===== src/rtl/control_unit_if.sv =====
// Control-unit <-> datapath bundle for the RISC SPM: IR/status flags in, load/select/write strobes out.
// The master modport is the sequencer side; the slave modport is the processing unit side.
interface control_unit_if #(
  parameter int word_size = 8,
  parameter int Sel1_size = 3,
  parameter int Sel2_size = 3
);
  logic [word_size-1:0] instruction;
  logic                 Zflag;
  logic                 ovflag;
  logic                 mdflag;
  logic                 Load_R0;
  logic                 Load_R1;
  logic                 Load_R2;
  logic                 Load_R3;
  logic                 Load_PC;
  logic                 Inc_PC;
  logic                 Load_IR;
  logic                 Load_Add_R;
  logic                 Load_Reg_Y;
  logic                 Load_Reg_Z;
  logic                 Load_Reg_ov;
  logic                 Load_Reg_md;
  logic [Sel1_size-1:0] Sel_Bus_1_Mux;
  logic [Sel2_size-1:0] Sel_Bus_2_Mux;
  logic                 write;
  logic                 halted;
  logic                 err_illegal;
  logic                 err_mul_to;

  modport master (
    input  instruction, Zflag, ovflag, mdflag,
    output Load_R0, Load_R1, Load_R2, Load_R3, Load_PC, Inc_PC, Load_IR, Load_Add_R,
           Load_Reg_Y, Load_Reg_Z, Load_Reg_ov, Load_Reg_md, Sel_Bus_1_Mux, Sel_Bus_2_Mux,
           write, halted, err_illegal, err_mul_to
  );

  modport slave (
    output instruction, Zflag, ovflag, mdflag,
    input  Load_R0, Load_R1, Load_R2, Load_R3, Load_PC, Inc_PC, Load_IR, Load_Add_R,
           Load_Reg_Y, Load_Reg_Z, Load_Reg_ov, Load_Reg_md, Sel_Bus_1_Mux, Sel_Bus_2_Mux,
           write, halted, err_illegal, err_mul_to
  );
endinterface


===== src/rtl/control_unit_fsm.sv =====
// RISC SPM sequencer: fetch/decode/execute FSM with a watchdog-guarded MUL wait and a sticky-error HALT.
// Strobes are decoded from the state register (and Z/ov in the conditional branch states).
module control_unit_fsm #(
  parameter int word_size   = 8,
  parameter int op_size     = 4,
  parameter int Sel1_size   = 3,
  parameter int Sel2_size   = 3,
  parameter int MUL_TIMEOUT = 16
) (
  input  logic           clk,
  input  logic           rst,
  control_unit_if.master bus
);
  localparam int cnt_w = $clog2(MUL_TIMEOUT);
  localparam logic [cnt_w-1:0] CNT_ONE  = cnt_w'(1);
  localparam logic [cnt_w-1:0] CNT_LAST = cnt_w'(MUL_TIMEOUT - 1);

  localparam logic [op_size-1:0] OP_NOP  = 4'h0;
  localparam logic [op_size-1:0] OP_ADD  = 4'h1;
  localparam logic [op_size-1:0] OP_SUB  = 4'h2;
  localparam logic [op_size-1:0] OP_AND  = 4'h3;
  localparam logic [op_size-1:0] OP_NOT  = 4'h4;
  localparam logic [op_size-1:0] OP_RD   = 4'h5;
  localparam logic [op_size-1:0] OP_WR   = 4'h6;
  localparam logic [op_size-1:0] OP_BR   = 4'h7;
  localparam logic [op_size-1:0] OP_BRZ  = 4'h8;
  localparam logic [op_size-1:0] OP_MUL  = 4'h9;
  localparam logic [op_size-1:0] OP_BROV = 4'hA;
  localparam logic [op_size-1:0] OP_HALT = 4'hF;

  localparam logic [Sel1_size-1:0] SEL1_PC    = 3'd4;
  localparam logic [Sel2_size-1:0] SEL2_ALU   = 3'd0;
  localparam logic [Sel2_size-1:0] SEL2_BUS1  = 3'd1;
  localparam logic [Sel2_size-1:0] SEL2_MEM   = 3'd2;
  localparam logic [Sel2_size-1:0] SEL2_MLSB  = 3'd3;
  localparam logic [Sel2_size-1:0] SEL2_MMSB  = 3'd4;

  typedef enum logic [4:0] {
    S_IDLE, S_FET1, S_FET2, S_DEC, S_EX1, S_RD1, S_RD2, S_WR1, S_WR2,
    S_BR1, S_BR2, S_BZ1, S_BO1, S_MUL_W, S_MUL2, S_MUL3, S_HALT
  } state_t;

  state_t           state_r, state_s;
  logic [cnt_w-1:0] cnt_r, cnt_s;
  logic             err_illegal_r, err_illegal_s;
  logic             err_mul_to_r, err_mul_to_s;

  logic [op_size-1:0]   opcode_s;
  logic [1:0]           src_s, dst_s;
  logic [3:0]           src_oh_s, dst_oh_s;
  logic [3:0]           load_r_s;
  logic                 load_pc_s, inc_pc_s, load_ir_s, load_add_r_s, load_reg_y_s;
  logic                 load_reg_z_s, load_reg_ov_s, load_reg_md_s, write_s, halted_s;
  logic                 err_illegal_out_s, err_mul_to_out_s, br_flag_s;
  logic [Sel1_size-1:0] sel1_s;
  logic [Sel2_size-1:0] sel2_s;

  assign opcode_s  = bus.instruction[word_size-1 -: op_size];
  assign src_s     = bus.instruction[3:2];
  assign dst_s     = bus.instruction[1:0];
  assign src_oh_s  = 4'b0001 << src_s;
  assign dst_oh_s  = 4'b0001 << dst_s;
  assign br_flag_s = (state_r == S_BZ1) ? bus.Zflag : bus.ovflag;

  // State, watchdog counter and sticky error registers
  always_ff @(posedge clk) begin
    if (rst) begin
      state_r       <= S_IDLE;
      cnt_r         <= '0;
      err_illegal_r <= 1'b0;
      err_mul_to_r  <= 1'b0;
    end else begin
      state_r       <= state_s;
      cnt_r         <= cnt_s;
      err_illegal_r <= err_illegal_s;
      err_mul_to_r  <= err_mul_to_s;
    end
  end

  // Next-state and strobe decode; reset forces every output low in the same cycle
  always_comb begin
    state_s = state_r;  cnt_s = cnt_r;
    err_illegal_s = err_illegal_r;  err_mul_to_s = err_mul_to_r;
    load_r_s = 4'b0000;  load_pc_s = 1'b0;  inc_pc_s = 1'b0;  load_ir_s = 1'b0;
    load_add_r_s = 1'b0;  load_reg_y_s = 1'b0;  load_reg_z_s = 1'b0;  load_reg_ov_s = 1'b0;
    load_reg_md_s = 1'b0;  write_s = 1'b0;  halted_s = 1'b0;
    err_illegal_out_s = 1'b0;  err_mul_to_out_s = 1'b0;
    sel1_s = '0;  sel2_s = '0;
    if (rst) begin
      state_s = S_IDLE;  cnt_s = '0;  err_illegal_s = 1'b0;  err_mul_to_s = 1'b0;
    end else begin
      err_illegal_out_s = err_illegal_r;
      err_mul_to_out_s  = err_mul_to_r;
      case (state_r)
        S_IDLE: state_s = S_FET1;
        S_FET1: begin
          sel1_s = SEL1_PC;  sel2_s = SEL2_BUS1;  load_add_r_s = 1'b1;  state_s = S_FET2;
        end
        S_FET2: begin
          sel2_s = SEL2_MEM;  load_ir_s = 1'b1;  inc_pc_s = 1'b1;  state_s = S_DEC;
        end
        S_DEC: begin
          case (opcode_s)
            OP_NOP: state_s = S_FET1;
            OP_ADD, OP_SUB, OP_AND, OP_MUL: begin
              sel1_s = Sel1_size'(src_s);  sel2_s = SEL2_BUS1;  load_reg_y_s = 1'b1;
              cnt_s = '0;
              if (opcode_s == OP_MUL) begin
                state_s = S_MUL_W;
              end else begin
                state_s = S_EX1;
              end
            end
            OP_NOT: begin
              sel1_s = Sel1_size'(src_s);  sel2_s = SEL2_ALU;  load_r_s = dst_oh_s;
              load_reg_z_s = 1'b1;  load_reg_ov_s = 1'b1;  state_s = S_FET1;
            end
            OP_RD, OP_WR, OP_BR, OP_BRZ, OP_BROV: begin
              sel1_s = SEL1_PC;  sel2_s = SEL2_BUS1;  load_add_r_s = 1'b1;
              case (opcode_s)
                OP_RD:   state_s = S_RD1;
                OP_WR:   state_s = S_WR1;
                OP_BR:   state_s = S_BR1;
                OP_BRZ:  state_s = S_BZ1;
                OP_BROV: state_s = S_BO1;
                default: state_s = S_HALT;
              endcase
            end
            OP_HALT: state_s = S_HALT;
            default: begin
              state_s = S_HALT;  err_illegal_s = 1'b1;
            end
          endcase
        end
        S_EX1: begin
          sel1_s = Sel1_size'(dst_s);  sel2_s = SEL2_ALU;  load_r_s = dst_oh_s;
          load_reg_z_s = 1'b1;  load_reg_ov_s = 1'b1;  state_s = S_FET1;
        end
        S_RD1, S_WR1: begin
          sel2_s = SEL2_MEM;  load_add_r_s = 1'b1;  inc_pc_s = 1'b1;
          state_s = (state_r == S_RD1) ? S_RD2 : S_WR2;
        end
        S_RD2: begin
          sel2_s = SEL2_MEM;  load_r_s = dst_oh_s;  state_s = S_FET1;
        end
        S_WR2: begin
          sel1_s = Sel1_size'(src_s);  write_s = 1'b1;  state_s = S_FET1;
        end
        S_BR1: begin
          sel2_s = SEL2_MEM;  load_add_r_s = 1'b1;  state_s = S_BR2;
        end
        S_BR2: begin
          sel2_s = SEL2_MEM;  load_pc_s = 1'b1;  state_s = S_FET1;
        end
        S_BZ1, S_BO1: begin
          if (br_flag_s) begin
            sel2_s = SEL2_MEM;  load_add_r_s = 1'b1;  state_s = S_BR2;
          end else begin
            inc_pc_s = 1'b1;  state_s = S_FET1;
          end
        end
        // mdflag seen on the first wait cycle predates this MUL, so only later cycles count
        S_MUL_W: begin
          sel1_s = Sel1_size'(dst_s);  load_reg_md_s = 1'b1;  cnt_s = cnt_r + CNT_ONE;
          if ((cnt_r != '0) && bus.mdflag) begin
            state_s = S_MUL2;
          end else if (cnt_r == CNT_LAST) begin
            state_s = S_HALT;  err_mul_to_s = 1'b1;
          end else begin
            state_s = S_MUL_W;
          end
        end
        S_MUL2: begin
          sel2_s = SEL2_MLSB;  load_r_s = dst_oh_s;  load_reg_z_s = 1'b1;  state_s = S_MUL3;
        end
        S_MUL3: begin
          sel2_s = SEL2_MMSB;  load_r_s = src_oh_s;  state_s = S_FET1;
        end
        S_HALT: halted_s = 1'b1;
        default: state_s = S_HALT;
      endcase
    end
  end

  assign bus.Load_R0       = load_r_s[0];
  assign bus.Load_R1       = load_r_s[1];
  assign bus.Load_R2       = load_r_s[2];
  assign bus.Load_R3       = load_r_s[3];
  assign bus.Load_PC       = load_pc_s;
  assign bus.Inc_PC        = inc_pc_s;
  assign bus.Load_IR       = load_ir_s;
  assign bus.Load_Add_R    = load_add_r_s;
  assign bus.Load_Reg_Y    = load_reg_y_s;
  assign bus.Load_Reg_Z    = load_reg_z_s;
  assign bus.Load_Reg_ov   = load_reg_ov_s;
  assign bus.Load_Reg_md   = load_reg_md_s;
  assign bus.Sel_Bus_1_Mux = sel1_s;
  assign bus.Sel_Bus_2_Mux = sel2_s;
  assign bus.write         = write_s;
  assign bus.halted        = halted_s;
  assign bus.err_illegal   = err_illegal_out_s;
  assign bus.err_mul_to    = err_mul_to_out_s;
endmodule


===== src/flat_wrapper.sv =====
// flat-port wrapper written by rule: the top's interface ports become plain ports
module control_unit_fsm_flat 
#(
  parameter int word_size   = 8,
  parameter int op_size     = 4,
  parameter int Sel1_size   = 3,
  parameter int Sel2_size   = 3,
  parameter int MUL_TIMEOUT = 16
)
  (clk, rst, bus_instruction, bus_Zflag, bus_ovflag, bus_mdflag, bus_Load_R0, bus_Load_R1, bus_Load_R2, bus_Load_R3, bus_Load_PC, bus_Inc_PC, bus_Load_IR, bus_Load_Add_R, bus_Load_Reg_Y, bus_Load_Reg_Z, bus_Load_Reg_ov, bus_Load_Reg_md, bus_Sel_Bus_1_Mux, bus_Sel_Bus_2_Mux, bus_write, bus_halted, bus_err_illegal, bus_err_mul_to);
  control_unit_if #(.word_size(word_size), .Sel1_size(Sel1_size), .Sel2_size(Sel2_size)) bus_i ();
  input  logic clk;
  input  logic rst;
  input wire logic [$bits(bus_i.instruction)-1:0] bus_instruction;
  input wire logic [$bits(bus_i.Zflag)-1:0] bus_Zflag;
  input wire logic [$bits(bus_i.ovflag)-1:0] bus_ovflag;
  input wire logic [$bits(bus_i.mdflag)-1:0] bus_mdflag;
  output wire logic [$bits(bus_i.Load_R0)-1:0] bus_Load_R0;
  output wire logic [$bits(bus_i.Load_R1)-1:0] bus_Load_R1;
  output wire logic [$bits(bus_i.Load_R2)-1:0] bus_Load_R2;
  output wire logic [$bits(bus_i.Load_R3)-1:0] bus_Load_R3;
  output wire logic [$bits(bus_i.Load_PC)-1:0] bus_Load_PC;
  output wire logic [$bits(bus_i.Inc_PC)-1:0] bus_Inc_PC;
  output wire logic [$bits(bus_i.Load_IR)-1:0] bus_Load_IR;
  output wire logic [$bits(bus_i.Load_Add_R)-1:0] bus_Load_Add_R;
  output wire logic [$bits(bus_i.Load_Reg_Y)-1:0] bus_Load_Reg_Y;
  output wire logic [$bits(bus_i.Load_Reg_Z)-1:0] bus_Load_Reg_Z;
  output wire logic [$bits(bus_i.Load_Reg_ov)-1:0] bus_Load_Reg_ov;
  output wire logic [$bits(bus_i.Load_Reg_md)-1:0] bus_Load_Reg_md;
  output wire logic [$bits(bus_i.Sel_Bus_1_Mux)-1:0] bus_Sel_Bus_1_Mux;
  output wire logic [$bits(bus_i.Sel_Bus_2_Mux)-1:0] bus_Sel_Bus_2_Mux;
  output wire logic [$bits(bus_i.write)-1:0] bus_write;
  output wire logic [$bits(bus_i.halted)-1:0] bus_halted;
  output wire logic [$bits(bus_i.err_illegal)-1:0] bus_err_illegal;
  output wire logic [$bits(bus_i.err_mul_to)-1:0] bus_err_mul_to;
  assign bus_i.instruction = bus_instruction;
  assign bus_i.Zflag = bus_Zflag;
  assign bus_i.ovflag = bus_ovflag;
  assign bus_i.mdflag = bus_mdflag;
  assign bus_Load_R0 = bus_i.Load_R0;
  assign bus_Load_R1 = bus_i.Load_R1;
  assign bus_Load_R2 = bus_i.Load_R2;
  assign bus_Load_R3 = bus_i.Load_R3;
  assign bus_Load_PC = bus_i.Load_PC;
  assign bus_Inc_PC = bus_i.Inc_PC;
  assign bus_Load_IR = bus_i.Load_IR;
  assign bus_Load_Add_R = bus_i.Load_Add_R;
  assign bus_Load_Reg_Y = bus_i.Load_Reg_Y;
  assign bus_Load_Reg_Z = bus_i.Load_Reg_Z;
  assign bus_Load_Reg_ov = bus_i.Load_Reg_ov;
  assign bus_Load_Reg_md = bus_i.Load_Reg_md;
  assign bus_Sel_Bus_1_Mux = bus_i.Sel_Bus_1_Mux;
  assign bus_Sel_Bus_2_Mux = bus_i.Sel_Bus_2_Mux;
  assign bus_write = bus_i.write;
  assign bus_halted = bus_i.halted;
  assign bus_err_illegal = bus_i.err_illegal;
  assign bus_err_mul_to = bus_i.err_mul_to;
  control_unit_fsm #(.word_size(word_size), .op_size(op_size), .Sel1_size(Sel1_size), .Sel2_size(Sel2_size), .MUL_TIMEOUT(MUL_TIMEOUT)) u_core (.clk(clk), .rst(rst), .bus(bus_i));
endmodule

===== config.mk =====
export PLATFORM = sky130hd
export DESIGN_NAME = control_unit_fsm_flat
export DESIGN_NICKNAME = d
export VERILOG_FILES = /design/src/rtl/control_unit_if.sv /design/src/rtl/control_unit_fsm.sv /design/src/flat_wrapper.sv
export SDC_FILE = /design/constraint.sdc
export NUM_CORES = 1
export LEC_CHECK = 0
export CORE_AREA = 2 2 69 51
export CTS_BUF_LIST = sky130_fd_sc_hd__clkbuf_16
export CTS_CLUSTER_DIAMETER = 30
export DETAILED_ROUTE_END_ITERATION = 7
export DIE_AREA = 0 0 71 53
export PLACE_DENSITY = 0.74
export REMOVE_ABC_BUFFERS = 1
export SYNTH_ARGS = -nofsm -noshare
export SYNTH_HDL_FRONTEND = slang
export SYNTH_SLANG_ARGS = --single-unit

===== constraint.sdc =====
create_clock -name clk -period 2.5 [get_ports clk]
set_input_delay 0.75 -clock clk [delete_from_list [all_inputs] [get_ports clk]]
set_output_delay 0.75 -clock clk [all_outputs]
set_load 0.05 [all_outputs]

* Yosys cells after proc, flatten, opt, wreduce, memory -nomap -nowiden *
Cells that the tools add are included.

word-level totals
  input port bits = 13
  logic and storage cells = 109
  register bits after elaboration = 11
  output and inout port bits = 22

cells by class
  mux-type cells = 48
  shifts and indexed selects = 2
  equal/unequal tests = 29
  bitwise logic cells = 2
  add/sub/neg operators = 1
  reduce and logical (&&, ||, !) cells = 23

operators by type and width
  kind                                                                    number
  5-bit case mux with 10 select lines                                     1
  5-bit by 4-bit equality test with 1-bit output (second input constant)  8
  1-bit 2-to-1 mux                                                        25
  5-bit case mux with 5 select lines                                      1
  4-bit 2-to-1 mux                                                        6
  4-bit equality test (second input constant)                             5
  5-bit by 3-bit equality test with 1-bit output (second input constant)  4
  3-bit case mux with 6 select lines                                      1
  4-bit by 3-bit equality test with 1-bit output (second input constant)  4
  5-bit case mux with 3 select lines                                      1
  3-bit case mux with 4 select lines                                      1
  4-bit case mux with 3 select lines                                      1
  12-bit OR reduction                                                     1
  6-bit OR reduction                                                      2
  5-bit by 2-bit equality test with 1-bit output (second input constant)  2
  5-bit 2-to-1 mux                                                        2
  2-bit OR reduction                                                      5
  5-bit OR reduction                                                      2
  9-bit OR reduction                                                      1
  4-bit by 2-bit equality test with 1-bit output (second input constant)  2
  4-bit case mux with 2 select lines                                      1
  4-bit OR reduction                                                      2
  1-bit by 2-bit << shifter with 4-bit output (first input constant)      2
  3-bit 2-to-1 mux                                                        2
  18 further kinds                                                        23

* Logic depth before layout (Yosys ltp) *
  depth in word-level cells = 5
  mapped depth = 6
  depth with buffers taken out = 6

* Least setup slack after synthesis *
No wires, ideal clock.

  kind = in2out
  start = input port bus_instruction[6]
  end = output port bus_Sel_Bus_1_Mux[0]
  path slack = -0.838 ns
  data required time = 1.750 ns
  buffers on the path = 1
  arrival = 2.588 ns
  stages = 5
  cell sequence = clkbuf_1 > nor2b_1 > a211o_1 > nand3_1 > a211oi_1

on the way
  cells in the longest elaborated chain, start to end = 5
  elaborated cells between the ends (all ways) = 15
  those cells by class = eq/ne (10); mux (3); reduce/logical (2)

RTL lines
  item                                                                          RTL line                 RTL
  start: declaration                                                            flat_wrapper.sv:14       input wire logic [$bits(bus_i.instruction)-1:0] bus_instruction;
  4-bit by 3-bit equality test with 1-bit output, or another cell as far along  control_unit_fsm.sv:103  case (opcode_s)
  5-bit OR reduction, on equally long branches                                  n/a
  3-bit case mux with 2 select lines (*)                                        control_unit_fsm.sv:103
  3-bit case mux with 4 select lines (*)                                        control_unit_fsm.sv:94   case (state_r)
  3-bit 2-to-1 mux (*)                                                          control_unit_fsm.sv:89   if (rst) begin
  end: declaration                                                              flat_wrapper.sv:30       output wire logic [$bits(bus_i.Sel_Bus_1_Mux)-1:0] bus_Sel_Bus_1_Mux;

Every way passes the cells marked *; elsewhere a longest branch is shown, timed or not.

* Final worst setup path *
  start = register u_core.state_r[1]
  end = output port bus_Sel_Bus_1_Mux[0]

on the way
  cells in the longest elaborated chain, start to end = 4
  elaborated cells between the ends (all ways) = 8
  those cells by class = eq/ne (5); mux (2); reduce/logical (1)

RTL lines
  item                                                                                                                     RTL line                RTL
  start: declaration                                                                                                       control_unit_fsm.sv:43  state_t state_r, state_s;
  start signal: assignment                                                                                                 control_unit_fsm.sv:73  state_r <= state_s;
  5-bit by 3-bit equality test with 1-bit output / 5-bit by 4-bit equality test with 1-bit output (equally long branches)  control_unit_fsm.sv:94
  2-bit OR reduction (no source line)                                                                                      n/a
  3-bit case mux with 4 select lines (*)                                                                                   control_unit_fsm.sv:94
  3-bit 2-to-1 mux (*)                                                                                                     control_unit_fsm.sv:89

Marked as above.

==> results.md <==
- Status: finished with violations
- Failing checks: negative setup slack
- HP Start: u_core.err_mul_to_r
- Final Slew Violations: 0
- Num rows: 17
- CTS tree: built
- Final worst-path cycle share: 111%
- Setup crit end kind: output pin
- # clock sinks: 11
- CTS root buffer: clkbuf_16
- CP startpoint: u_core.state_r[1]
- Synth-to-layout area growth: 111%
- Crit path time final: 2.76 ns
- Mapped Avg Cell Area: 6.73 µm²
- Die Area: 3760 µm²
- Initial antenna violation count: 0
- Vias: 2188
- EDFF count, synth: 0
- Diodes inserted: 0
- Drt via density: 6.99
- Die width: 71 µm
- Nets: 291
- Util after Layout: 89.6%
- Critical path arrival: 2.01 ns
- Crit Path Category: flip-flop to output pin
- P per Cell Area: 347 nW/µm²
- Mapped cell area: 1310 µm²
- HP Class: flip-flop to flip-flop
- Syn Inst Count: 194
- Detailed-placement wirelength estimate: 3430 µm
- Share of post-route cells with drive strength above 1: 53.5%
- GPL Wtd Cong: 0.949
- Clock Path Buffers: 2
- VDD IR max: 0.226 mV
- Pre-CTS setup slack: -0.589 ns
- Hold Vio Cnt, Final: 0
- CP Max Fanout: 6
- Slew margin rel.: 34.2%
- #FFs+latches synth: 11
- Total Wirelength: 8260 µm
- Setup crit start kind: flip-flop
- Number of CTS-inserted buffers: 3
- 1st-iter DRT viols: 329
- Asr flop ratio synth: 0%
- Skew-Pair Late Insertion Delay: 0.25 ns
- Dominant synthesized flop cell: dfxtp_1
- Filler Cell Count: 109
- # IOs: 35
- Yosys synthesis warning count: 0
- Largest net degree at the start of global routing: 23
- Seq/Total Area, Yosys: 16.9%
- Grt ovf: 0
- Pleak: 1.04 nW
- Vias in the first global route: 1790
- Initial core utilization: 42.4%
- CTS H-tree lvls: 1
- DRC violations left: 0
- Reg2reg start: u_core.state_r[1]
- DR WL/cell: 26.4 µm
- WP data required: 1.75 ns
- Unrepaired setup endpoints after global routing: true
- Antenna Nets Post-Route: 0
- Core ar.: 3080 µm²
- PnR worst setup slack: -0.264 ns
- Final setup vio count: 17
- Skew final: 0.00586 ns
- Synth unique cells: 46
- Max Fclk: 362 MHz
- First-pass GRT wire length: 8910 µm
- Die extent in y: 53 µm
- Max-cap violations: 0
- GRT Total Usage: 31.6%
- Drt first pass iters: 5
- Worst-path clk slew: 0.05 ns
- Port bufs: 34
- Worst-Margin Slew: 0.975 ns
-- layout make-up --
type	instances	area, µm²	area share (%)
Clock buffer	3	75.1	2.72
Clock inverter	1	3.75	0.136
Inverter	9	33.8	1.22
Multi-Input combinational cell	159	1310	47.6
Sequential cell	11	231	8.38
Tap cell	38	47.5	1.72
Timing Repair Buffer	92	1060	38.3
-- kinds of logic (layout without fill, tap and decap cells) --
kind of cell / count (synthesis) / count (layout) / synth area share, %
AND/OR/NAND/NOR: 88 / 88 / 37.0
AO/OA/AOI/OAI: 64 / 64 / 32.5
buffers and inverters: 24 / 105 / 8.24
flip-flops: 11 / 11 / 16.9
XOR/XNOR: 3 / 3 / 2.01
adder cells (fa/ha/maj): 2 / 2 / 1.92
multiplexers: 2 / 2 / 1.53
-- what timing repair did --
item | CTS | global route
endpoints found under the setup margin | 22 | 17
hold buffers | 0 | 0
pin swaps | 17 | 24
gates resized for setup | 89 | 41
setup buffers | 3 | 13
-- metrics by stage --
step                      power [mW]  hold slack, ns  area [µm²]  instances  TNS (ns)
after floorplan                0.336           0.426        1230        179     -5.21
after global placement         0.491           0.445        2160        294     -7.31
after detailed placement       0.498           0.464        2160        294     -7.77
after CTS                      0.831           0.474        2490        301    -0.705
after global routing           0.982           0.570        2760        313     -2.25
final                          0.959           0.568        2760        313     -1.93
-- registers in the layout, indices dropped and copies added (netlist names) --
name                  cells
u_core.err_illegal_r      1
u_core.cnt_r              4
u_core.err_mul_to_r       1
u_core.state_r            5
-- cells in the mapped netlist, drive strengths merged, types with 2 or more instances --
library cell   n  area (µm²)
nand2         13        48.8
o211ai         5        37.5
nor2b          4        25.0
nand4b         2        17.5
clkbuf        10        37.5
a211oi         5        42.5
buf            5        36.3
o21a           6        45.0
ha             2        25.0
o21ai          5        25.0
dfxtp         11         220
a21o           2        15.0
or3            2        12.5
nor3           5        25.0
and2           2        12.5
mux2i          2        20.0
a31oi          8        50.1
nand3         12        60.1
xnor2          3        26.3
nand3b         3        22.5
or3b           2        20.0
a22oi          2        15.0
a21oi         19        95.1
o22ai          3        18.8
nor2          19        71.3
nor3b          7        52.6
nand2b        10        62.6
inv            9        33.8
o311ai         2        17.5
or2            3        18.8
-- report_power, final --
group          switching (mW)  total [mW]  internal, mW  leakage, nW
clock network          0.0992       0.311         0.212       0.0423
logic                   0.257       0.457         0.200        0.910
registers             0.00907       0.192         0.183       0.0918
-- metal layers --
layer	wire (µm)	up-vias	track usage, %
li1	-	877	-
met1	2960	989	36.9
met2	3670	249	55.5
met3	1010	73	8.00
met4	617	0	14.2
met5	0	-	0
-- cell usage in the layout (no fill, tap or decap), types with 7 or more instances in the layout --
master,Yosys,final
nand2b_1,10,7
nand2_1,13,13
nor2_1,19,10
nand3_1,12,8
buf_6,2,15
a21oi_1,19,12
inv_1,9,10
buf_4,0,44
buf_12,0,23
-- final timing paths --
kind                          end  slack, ns  cells past startpoint
max          bus_Sel_Bus_1_Mux[0]      -0.26                      7
min           u_core.err_mul_to_r       0.57                      2
max reg2reg     u_core.state_r[2]       0.34                      8
min reg2reg   u_core.err_mul_to_r       0.57                      2
-- worst max-delay path, cell delays in order, from the launching register on --
cell and delay (ns):
dfxtp_2 0.33, buf_6 0.13, or3b_4 0.40, o22ai_4 0.23, a22oi_2 0.14, a211oi_2 0.24, buf_4 0.16, buf_12 0.13
Power figures use the tool's default switching activity.
